[src/rtl/btb_predictor_if.sv]
// Fetch/decode-side bundle for the branch target buffer: lookup, resolved update and statistics.
// The BTB connects through the slave modport; the pipeline drives it through the master modport.
interface btb_predictor_if #(
  parameter int CNT_BITS = 16
);
  logic                LookupEn;
  logic [31:0]         PC;
  logic                Hit;
  logic                Prediction;
  logic [31:0]         PredictedTarget;
  logic                UpdateEnable;
  logic [31:0]         PCUpdate;
  logic                BranchTaken;
  logic [31:0]         PCBranch;
  logic                UpdateMispredict;
  logic                Invalidate;
  logic [CNT_BITS-1:0] MispredictCount;

  modport master (
    output LookupEn, PC, UpdateEnable, PCUpdate, BranchTaken, PCBranch,
           UpdateMispredict, Invalidate,
    input  Hit, Prediction, PredictedTarget, MispredictCount
  );

  modport slave (
    input  LookupEn, PC, UpdateEnable, PCUpdate, BranchTaken, PCBranch,
           UpdateMispredict, Invalidate,
    output Hit, Prediction, PredictedTarget, MispredictCount
  );
endinterface

[src/rtl/btb_predictor.sv]
// Tagged branch target buffer with saturating direction counters, taken-only allocation,
// bulk invalidate and a saturating mispredict statistic. Lookup is same-cycle combinational.
module btb_predictor #(
  parameter int ENTRIES  = 64,
  parameter int TAG_BITS = 8,
  parameter int CTR_BITS = 2,
  parameter int CNT_BITS = 16
) (
  input  logic           clk,
  input  logic           reset,
  btb_predictor_if.slave bus
);
  localparam int IDX = $clog2(ENTRIES);

  localparam logic [CTR_BITS-1:0] CTR_WT  = CTR_BITS'(1) << (CTR_BITS - 1);
  localparam logic [CTR_BITS-1:0] CTR_WNT = CTR_WT - CTR_BITS'(1);
  localparam logic [CTR_BITS-1:0] CTR_MAX = '1;
  localparam logic [31:0] FIELD_MASK = ((32'(1) << (IDX + TAG_BITS)) - 32'(1)) << 2;

  logic [ENTRIES-1:0]  valid_q;
  logic [TAG_BITS-1:0] tag_q    [ENTRIES];
  logic [31:0]         target_q [ENTRIES];
  logic [CTR_BITS-1:0] ctr_q    [ENTRIES];
  logic [CNT_BITS-1:0] cnt_q, cnt_d;

  logic [IDX-1:0]      lk_idx, upd_idx;
  logic [TAG_BITS-1:0] lk_tag, upd_tag;
  logic                lk_hit, upd_hit, upd_go;
  logic                wr_en, alloc;
  logic [CTR_BITS-1:0] ctr_d;
  logic [31:0]         target_d;
  logic [31:0]         unused_pc_bits, unused_upd_bits;

  assign unused_pc_bits  = bus.PC & ~FIELD_MASK;
  assign unused_upd_bits = bus.PCUpdate & ~FIELD_MASK;

  // Lookup reads pre-edge state only; no bypass from a same-cycle update.
  assign lk_idx = bus.PC[IDX+1:2];
  assign lk_tag = bus.PC[IDX+1+TAG_BITS:IDX+2];
  assign lk_hit = bus.LookupEn & valid_q[lk_idx] & (tag_q[lk_idx] == lk_tag);

  assign bus.Hit             = lk_hit;
  assign bus.Prediction      = lk_hit & ctr_q[lk_idx][CTR_BITS-1];
  assign bus.PredictedTarget = lk_hit ? target_q[lk_idx] : 32'h0;
  assign bus.MispredictCount = cnt_q;

  assign upd_idx = bus.PCUpdate[IDX+1:2];
  assign upd_tag = bus.PCUpdate[IDX+1+TAG_BITS:IDX+2];
  assign upd_hit = valid_q[upd_idx] & (tag_q[upd_idx] == upd_tag);
  assign upd_go  = bus.UpdateEnable & ~bus.Invalidate;

  always_comb begin
    wr_en    = 1'b0;
    alloc    = 1'b0;
    ctr_d    = ctr_q[upd_idx];
    target_d = target_q[upd_idx];
    if (upd_go) begin
      if (upd_hit) begin
        wr_en = 1'b1;
        if (bus.BranchTaken) begin
          ctr_d    = (ctr_q[upd_idx] == CTR_MAX) ? CTR_MAX : ctr_q[upd_idx] + CTR_BITS'(1);
          target_d = bus.PCBranch;
        end else begin
          ctr_d = (ctr_q[upd_idx] == '0) ? '0 : ctr_q[upd_idx] - CTR_BITS'(1);
        end
      end else if (bus.BranchTaken) begin
        // A taken miss evicts whatever aliased into this slot.
        wr_en    = 1'b1;
        alloc    = 1'b1;
        ctr_d    = CTR_WT;
        target_d = bus.PCBranch;
      end
    end
  end

  always_comb begin
    cnt_d = cnt_q;
    if (bus.UpdateEnable && bus.UpdateMispredict && !(&cnt_q)) begin
      cnt_d = cnt_q + CNT_BITS'(1);
    end
  end

  always_ff @(posedge clk or negedge reset) begin
    if (!reset) begin
      valid_q <= '0;
      cnt_q   <= '0;
      for (int i = 0; i < ENTRIES; i++) begin
        tag_q[i]    <= '0;
        target_q[i] <= '0;
        ctr_q[i]    <= CTR_WNT;
      end
    end else begin
      cnt_q <= cnt_d;
      if (bus.Invalidate) begin
        valid_q <= '0;
      end else if (alloc) begin
        valid_q[upd_idx] <= 1'b1;
        tag_q[upd_idx]   <= upd_tag;
      end
      if (wr_en) begin
        ctr_q[upd_idx]    <= ctr_d;
        target_q[upd_idx] <= target_d;
      end
    end
  end
endmodule

[src/flat_wrapper.sv]
// flat-port wrapper written by rule: the top's interface ports become plain ports
module btb_predictor_flat 
#(
  parameter int ENTRIES  = 64,
  parameter int TAG_BITS = 8,
  parameter int CTR_BITS = 2,
  parameter int CNT_BITS = 16
)
  (clk, reset, bus_LookupEn, bus_PC, bus_UpdateEnable, bus_PCUpdate, bus_BranchTaken, bus_PCBranch, bus_UpdateMispredict, bus_Invalidate, bus_Hit, bus_Prediction, bus_PredictedTarget, bus_MispredictCount);
  btb_predictor_if #(.CNT_BITS(CNT_BITS)) bus_i ();
  input  logic clk;
  input  logic reset;
  input wire logic [$bits(bus_i.LookupEn)-1:0] bus_LookupEn;
  input wire logic [$bits(bus_i.PC)-1:0] bus_PC;
  input wire logic [$bits(bus_i.UpdateEnable)-1:0] bus_UpdateEnable;
  input wire logic [$bits(bus_i.PCUpdate)-1:0] bus_PCUpdate;
  input wire logic [$bits(bus_i.BranchTaken)-1:0] bus_BranchTaken;
  input wire logic [$bits(bus_i.PCBranch)-1:0] bus_PCBranch;
  input wire logic [$bits(bus_i.UpdateMispredict)-1:0] bus_UpdateMispredict;
  input wire logic [$bits(bus_i.Invalidate)-1:0] bus_Invalidate;
  output wire logic [$bits(bus_i.Hit)-1:0] bus_Hit;
  output wire logic [$bits(bus_i.Prediction)-1:0] bus_Prediction;
  output wire logic [$bits(bus_i.PredictedTarget)-1:0] bus_PredictedTarget;
  output wire logic [$bits(bus_i.MispredictCount)-1:0] bus_MispredictCount;
  assign bus_i.LookupEn = bus_LookupEn;
  assign bus_i.PC = bus_PC;
  assign bus_i.UpdateEnable = bus_UpdateEnable;
  assign bus_i.PCUpdate = bus_PCUpdate;
  assign bus_i.BranchTaken = bus_BranchTaken;
  assign bus_i.PCBranch = bus_PCBranch;
  assign bus_i.UpdateMispredict = bus_UpdateMispredict;
  assign bus_i.Invalidate = bus_Invalidate;
  assign bus_Hit = bus_i.Hit;
  assign bus_Prediction = bus_i.Prediction;
  assign bus_PredictedTarget = bus_i.PredictedTarget;
  assign bus_MispredictCount = bus_i.MispredictCount;
  btb_predictor #(.ENTRIES(ENTRIES), .TAG_BITS(TAG_BITS), .CTR_BITS(CTR_BITS), .CNT_BITS(CNT_BITS)) u_core (.clk(clk), .reset(reset), .bus(bus_i));
endmodule
[config.mk]
export PLATFORM = sky130hd
export DESIGN_NAME = btb_predictor_flat
export DESIGN_NICKNAME = d
export VERILOG_FILES = /design/src/rtl/btb_predictor_if.sv /design/src/rtl/btb_predictor.sv /design/src/flat_wrapper.sv
export SDC_FILE = /design/constraint.sdc
export NUM_CORES = 2
export LEC_CHECK = 0
export BUFFER_PORTS_ARGS = -buffer_cell sky130_fd_sc_hd__buf_2
export CAP_MARGIN = 20
export CORE_ASPECT_RATIO = 1.25
export CORE_MARGIN = 3
export CORE_UTILIZATION = 50
export DETAILED_ROUTE_END_ITERATION = 8
export PLACE_DENSITY = 0.71
export RECOVER_POWER = 100
export SLEW_MARGIN = 20
export SYNTH_ARGS = -nofsm -noshare
export SYNTH_HDL_FRONTEND = slang
export SYNTH_SLANG_ARGS = --single-unit
export TNS_END_PERCENT = 30
[constraint.sdc]
create_clock -name clk -period 5.6 [get_ports clk]
set_input_delay 0.28 -clock clk [delete_from_list [all_inputs] [get_ports clk]]
set_output_delay 0.28 -clock clk [all_outputs]
set_load 0.05 [all_outputs]
# Word-level counts from Yosys, hierarchy flattened
# Index checks and enable logic that the tools add are counted.
[op_classes]
addsub = 3
n_eq_ne = 3
muxes = 49
n_reduce_logical = 9
n_bitwise = 9
order_cmp = 6
[ops]
columns = ["op", "n"]
rows = [
  ["bitwise mux 2048 bit", 1],
  ["bitwise mux 512 bit", 1],
  ["binary-select mux 32 bit (select 6 bit)", 2],
  ["2-to-1 mux 32 bit", 8],
  ["demux 32 bit (select 6 bit)", 1],
  ["bitwise mux 128 bit", 1],
  ["2-to-1 mux 64 bit", 2],
  ["binary-select mux 8 bit (select 6 bit)", 2],
  ["OR 64 bit", 1],
  ["demux 8 bit (select 6 bit)", 1],
  ["2-to-1 mux 8 bit", 5],
  ["binary-select mux 2 bit (select 6 bit)", 2],
  ["2-to-1 mux 2 bit", 11],
  ["adder 16 x 1 -> 16 bit (second input constant)", 1],
  ["== test 8 bit", 2],
  ["AND reduction 16 bit", 1],
  [">= comparator 7 bit (second input constant)", 2],
  ["< comparator 6 x 7 -> 1 bit (second input constant)", 2],
  ["inverter 6 -> 7 bit", 2],
  ["binary-select mux 1 bit (select 6 bit)", 2],
  ["demux 2 bit (select 6 bit)", 1],
  ["2-to-1 mux 1 bit", 8],
  ["< comparator 7 x 1 -> 1 bit (second input constant)", 1],
  ["demux 1 bit (select 6 bit)", 1],
  ["11 further kinds", 18],
]
[totals]
output_inout_bits = 50
word_cells = 273
inputBits = 103
reg_bits = 2768

# Logic depth before layout (Yosys ltp)
[logic_depth]
word_depth = 10
depth_mapped = 20

# Worst setup path before layout
# No wires, ideal clock.
[synth_timing]
kind = "input -> output"
start = "input bus_PC[2]"
end = "output bus_PredictedTarget[13]"
required_time_ns = 5.320
path_buffers = 5
path_stages = 11
t_arrival_ns = 5.000
setup_slack_ns = 0.320
cell_sequence = "clkbuf_1 > buf_2 > buf_1 > buf_1 > mux4_2 > mux4_2 > mux4_2 > xnor2_1 > clkbuf_1 > nand2_1 > a211oi_1"
[synth_via]
elab_chain_cells = 7
word_cells_on_any_way = 13
classes_between = "eq/ne (1); mux (9); bitwise (3)"
[synth_lines]
columns = ["item", "line", "rtl"]
rows = [
  ["start: declaration", "flat_wrapper.sv:14", "input wire logic [$bits(bus_i.PC)-1:0] bus_PC;"],
  ["inverter 6 -> 7 bit (not written as such)", "btb_predictor.sv:40, btb_predictor.sv:44", ""],
  ["binary-select mux 8 bit (select 6 bit)", "btb_predictor.sv:40", "assign lk_hit = bus.LookupEn & valid_q[lk_idx] & (tag_q[lk_idx] == lk_tag);"],
  ["2-to-1 mux 8 bit (not written as such) (2 in series)", "btb_predictor.sv:40", ""],
  ["== test 8 bit", "btb_predictor.sv:40", ""],
  ["bitwise AND 1 bit", "btb_predictor.sv:40", ""],
  ["2-to-1 mux 32 bit *", "btb_predictor.sv:44", "assign bus.PredictedTarget = lk_hit ? target_q[lk_idx] : 32'h0;"],
  ["end: declaration", "flat_wrapper.sv:23", "output wire logic [$bits(bus_i.PredictedTarget)-1:0] bus_PredictedTarget;"],
]
# Mark *: on every way between the ends. The rest lies on a longest branch, timed or not. The select of a mux whose other input is x is not followed.

# Worst setup path after layout
[layout_timing]
start = "register u_core.tag_q[360] (netlist bit)"
end = "register u_core.target_q[1851] (netlist bit)"
[layout_via]
elab_chain_cells = 7
[layout_lines]
columns = ["item", "line", "rtl"]
rows = [
  ["start: declaration", "btb_predictor.sv:21", "logic [TAG_BITS-1:0] tag_q [ENTRIES];"],
  ["start signal: indexed assignment", "btb_predictor.sv:98", "tag_q[upd_idx] <= upd_tag;"],
  ["binary-select mux 8 bit (select 6 bit)", "btb_predictor.sv:49", "assign upd_hit = valid_q[upd_idx] & (tag_q[upd_idx] == upd_tag);"],
  ["2-to-1 mux 8 bit (not written as such) (2 in series)", "btb_predictor.sv:49", ""],
  ["== test 8 bit", "btb_predictor.sv:49", ""],
  ["bitwise AND 1 bit", "btb_predictor.sv:49", ""],
  ["2-to-1 mux 1 bit", "btb_predictor.sv:58", "if (upd_hit) begin"],
  ["2-to-1 mux 1 bit", "btb_predictor.sv:57", "if (upd_go) begin"],
  ["end signal: indexed assignment", "btb_predictor.sv:102", "target_q[upd_idx] <= target_d;"],
  ["end: declaration", "btb_predictor.sv:22", "logic [31:0] target_q [ENTRIES];"],
]
# No other way between the ends. The select of a mux whose other input is x is not followed.
# A chain may end at the register's enable or synchronous reset.

==> flow_metrics.tcl <==
set metrics [dict create \
    p_comb_frac 0.107 \
    rsz0062_at_grt "no" \
    drv_slew 1449 \
    numCtsBuffers 296 \
    syn_nets 10400 \
    p_int_mw 34.5 \
    drive_above_1_share 0.369 \
    start_util 0.503 \
    grt_max_degree 183 \
    synth_seq_cells 2768 \
    fin_crit_sh 1.03 \
    coreArea_um2 306000 \
    outcome "finished, violations left" \
    drc 0 \
    wl_mm 585 \
    ff2ff_path_depth 12 \
    swShare 0.265 \
    die_h_um 626 \
    grt.total_usage 0.369 \
    hp-start "bus_UpdateEnable" \
    ys.warnings.count 0 \
    first_iter_violations 15800 \
    whs_endpoint "u_core.bus.MispredictCount[0]$_DFFE_PN0P_" \
    tritoncts "yes" \
    p_switching_mw 12.4 \
    ant_nets 0 \
    grt_pass1_vias 112000 \
    nets 10300 \
    r2r_end "u_core.target_q[1851]$_DFFE_PN0P_" \
    syn_area_um2 154000 \
    gp_congestion 0.973 \
    max_slew_margin -1.76 \
    violations "capacitance limit, slew limit, setup timing" \
    path_clk_slew_ns 0.06 \
    synth_area_per_cell_um2 15.0 \
    peakVddDrop_mv 0.267 \
    drtPass1Iterations 8 \
    setup_violations 565 \
    r2r_start "u_core.tag_q[360]$_DFFE_PN0P_" \
    hpwl_mm 355 \
    crit_arrival_ns 6.49 \
    met1_length_mm 196 \
    cp_max_fo 30 \
    clockRootBuffer "clkbuf_16" \
    dpl_cell_area_um2 162000 \
    finClkSkew_ns 0.110 \
    fmax_mhz 174 \
    worstSetupEndpointType "flip-flop" \
    p_clk_frac 0.438 \
    ctsResizeCount 0 \
    layout_setup_ws_ns -0.158 \
    syn_to_final_growth_pct 7.49 \
    overflow 0 \
    cap_violations 22 \
    min_path_cells 4 \
    fin_crit_ns 5.76 \
    clock_latency_ns 0.94 \
    path_class "flip-flop to flip-flop" \
    synthFlopType "dfrtp_1" \
    critPathRequiredTime_ns 6.33 \
    holdCritPathClass "input port to flip-flop" \
    rrSetupSlack_ns -0.16 \
    ys_async_sr_fraction 1.00 \
    via_count 108000 \
    wl_met3_mm 77.4 \
    ys_seq_area_frac 0.451 \
    ioPinCount 153 \
    synth_edf_count 0 \
    viasPerCell 7.49 \
    htree_levels 5 \
    netlist_instances 10300 \
    wl_per_cell_um 40.4 \
    worst_pin_slew_ns 4.13 \
    ys_types 79 \
    hold_viol_final 0 \
    final_area_um2 165000 \
    power.leakage_nw 74.9 \
    cts_buffer_depth 4 \
    dieArea_um2 314000 \
    top_layer "met5" \
    port_buffers 116 \
    clkSinkCount 2768 \
    grt_pass1_wl_mm 839 \
    crit_path_start_kind "flip-flop" \
    p_seq_frac 0.454 \
    post-route-util 0.540 \
    dpl.cell_count 13900 \
    rows 227 \
    p_per_area_nw_per_um2 284 \
    antenna_found_initial 60 \
    final_cells 14500 \
    die_x_um 502 \
    n_fill_cell 25200 \
    dr_wl_met2_mm 252 \
]
[critical path: stages, from the launching register on]
cell	delay (ns)
dfrtp_1	0.40
or3b_2	0.20
a21oi_1	0.08
o41a_1	0.55
a2111oi_0	1.14
a31oi_1	0.23
nor4b_1	0.44
nand4_1	0.28
or2_4	0.39
buf_12	0.23
a2111oi_2	0.50
clkbuf_4	0.70
mux2_2	0.41
[power groups by stage]
stage	logic (mW)	clock network, mW	registers, mW
floorplan	3.08	0	21.5
global placement	5.11	0	21.6
detailed placement	5.23	0	21.6
CTS	5.25	20.6	21.3
global route	5.20	21.4	21.4
finish	5.04	20.6	21.3
[logic make-up (layout without fill, tap and decap cells)]
family                     after synthesis  after routing  synth area share
AOI/OAI and AO/OA                     1603           1603            0.0852
other                                    0             49                 0
buffers and inverters                 1171           1326            0.0395
muxes                                 4076           4076             0.402
adders and majority gates                1              1         0.0000813
xor gates and xnor gates                26             26           0.00148
and+or+nand+nor                        623            623            0.0211
DFF                                   2768           2768             0.451
[area by class of cell]
class / count / area (um^2) / share of cell area
Sequential cell: 2768 / 69300 / 0.419
Clock inverter: 84 / 1060 / 0.00639
Multi-Input combinational cell: 6329 / 73800 / 0.446
Clock buffer: 442 / 8900 / 0.0538
Timing Repair Buffer: 771 / 7030 / 0.0425
Antenna cell: 49 / 123 / 0.000741
Inverter: 29 / 123 / 0.000741
Tap cell: 4007 / 5010 / 0.0303
[per-layer routing]
metal / track usage / vias up
li1: - / 40100
met1: 0.446 / 56700
met2: 0.529 / 8858
met3: 0.134 / 2764
met4: 0.303 / 30
met5: 0 / -
[worst max-delay path by stage]
stage | end | cells past startpoint | startpoint | slack, ns
6_report | u_core.target_q[1851]$_DFFE_PN0P_ | 12 | u_core.tag_q[360]$_DFFE_PN0P_ | -0.16
5_1_grt | bus_PredictedTarget[13] | 12 | u_core.tag_q[0]$_DFFE_PN0P_ | 0.005
4_1_cts | bus_PredictedTarget[18] | 12 | u_core.tag_q[0]$_DFFE_PN0P_ | 0.23
3_5_place_dp | u_core.target_q[1279]$_DFFE_PN0P_ | 15 | bus_PCUpdate[4] | 0.13
3_3_place_gp | u_core.target_q[1279]$_DFFE_PN0P_ | 15 | bus_PCUpdate[4] | 0.14
2_1_floorplan | bus_PredictedTarget[13] | 11 | bus_PC[2] | 0.32
[cell usage after synthesis (all sizes together), types with 8 or more instances]
library cell | number | area (um^2)
a2111oi | 68 | 1820
a211oi | 34 | 255
a21oi | 232 | 1160
a221o | 20 | 200
a221oi | 328 | 2880
a222oi | 11 | 110
a22o | 88 | 771
a22oi | 401 | 3010
a31oi | 64 | 400
a41oi | 8 | 70.1
and3 | 40 | 250
and4 | 47 | 412
buf | 524 | 3650
clkbuf | 618 | 2320
dfrtp | 2704 | 67700
dfstp | 64 | 1680
inv | 28 | 105
mux2 | 2853 | 37800
mux2i | 276 | 2760
mux4 | 947 | 21300
nand2 | 115 | 432
nand3 | 57 | 285
nand3b | 15 | 113
nand4 | 89 | 569
nor2 | 191 | 719
nor2b | 15 | 93.8
nor3 | 13 | 65.1
o2111ai | 8 | 70.1
o211ai | 21 | 158
o21ai | 122 | 611
o21ba | 43 | 430
o221ai | 21 | 184
o22a | 13 | 114
o22ai | 77 | 482
xnor2 | 18 | 158
xor2 | 8 | 70.1
[sequential cells by signal, summed over array words and instances (netlist names)]
name,count
u_core.ctr_q,128
u_core.valid_q,64
u_core.target_q,2048
u_core.tag_q,512
u_core.bus.MispredictCount,16
[what timing repair did]
action / in CTS / in global routing
setup buffers: 0 / 0
endpoints found under the hold margin: 88 / 0
hold buffers: 3 / 0
[cells in the final DEF, fill, tap and decap left out, types with 37 or more instances in the layout]
master / synthesis / routed
diode_2: 0 / 49
clkbuf_16: 0 / 307
mux2i_1: 276 / 276
dfrtp_1: 2704 / 2704
clkbuf_8: 0 / 71
o21ba_2: 43 / 43
a22o_1: 88 / 88
and3_1: 40 / 39
a31oi_1: 64 / 54
mux4_2: 947 / 947
buf_2: 132 / 61
nor2_1: 190 / 178
a22oi_1: 401 / 401
mux2_4: 1500 / 235
a221oi_1: 327 / 327
nand4_1: 87 / 89
dfstp_2: 64 / 64
buf_4: 51 / 290
mux2_2: 1324 / 1323
nand3_1: 57 / 56
clkbuf_1: 618 / 216
o22ai_1: 77 / 77
buf_12: 7 / 159
and4_1: 47 / 47
a2111oi_2: 0 / 37
nand2_1: 115 / 111
clkbuf_2: 0 / 55
a21oi_1: 232 / 225
clkinv_2: 0 / 46
o21ai_0: 119 / 119
mux2_1: 29 / 1295
[stage by stage]
step / hold slack, ns / TNS, ns / worst slack, ns / total power [mW]
3_3_place_gp: 0.372 / 0 / 0.139 / 26.7
5_1_grt: 0.0621 / 0 / 0.00541 / 48.0
4_1_cts: 0.00380 / 0 / 0.232 / 47.2
2_1_floorplan: -0.0156 / 0 / 0.320 / 24.6
6_report: 0.0430 / -27.98 / -0.158 / 46.9
3_5_place_dp: 0.376 / 0 / 0.131 / 26.9
(Power assumes the default switching activity.)
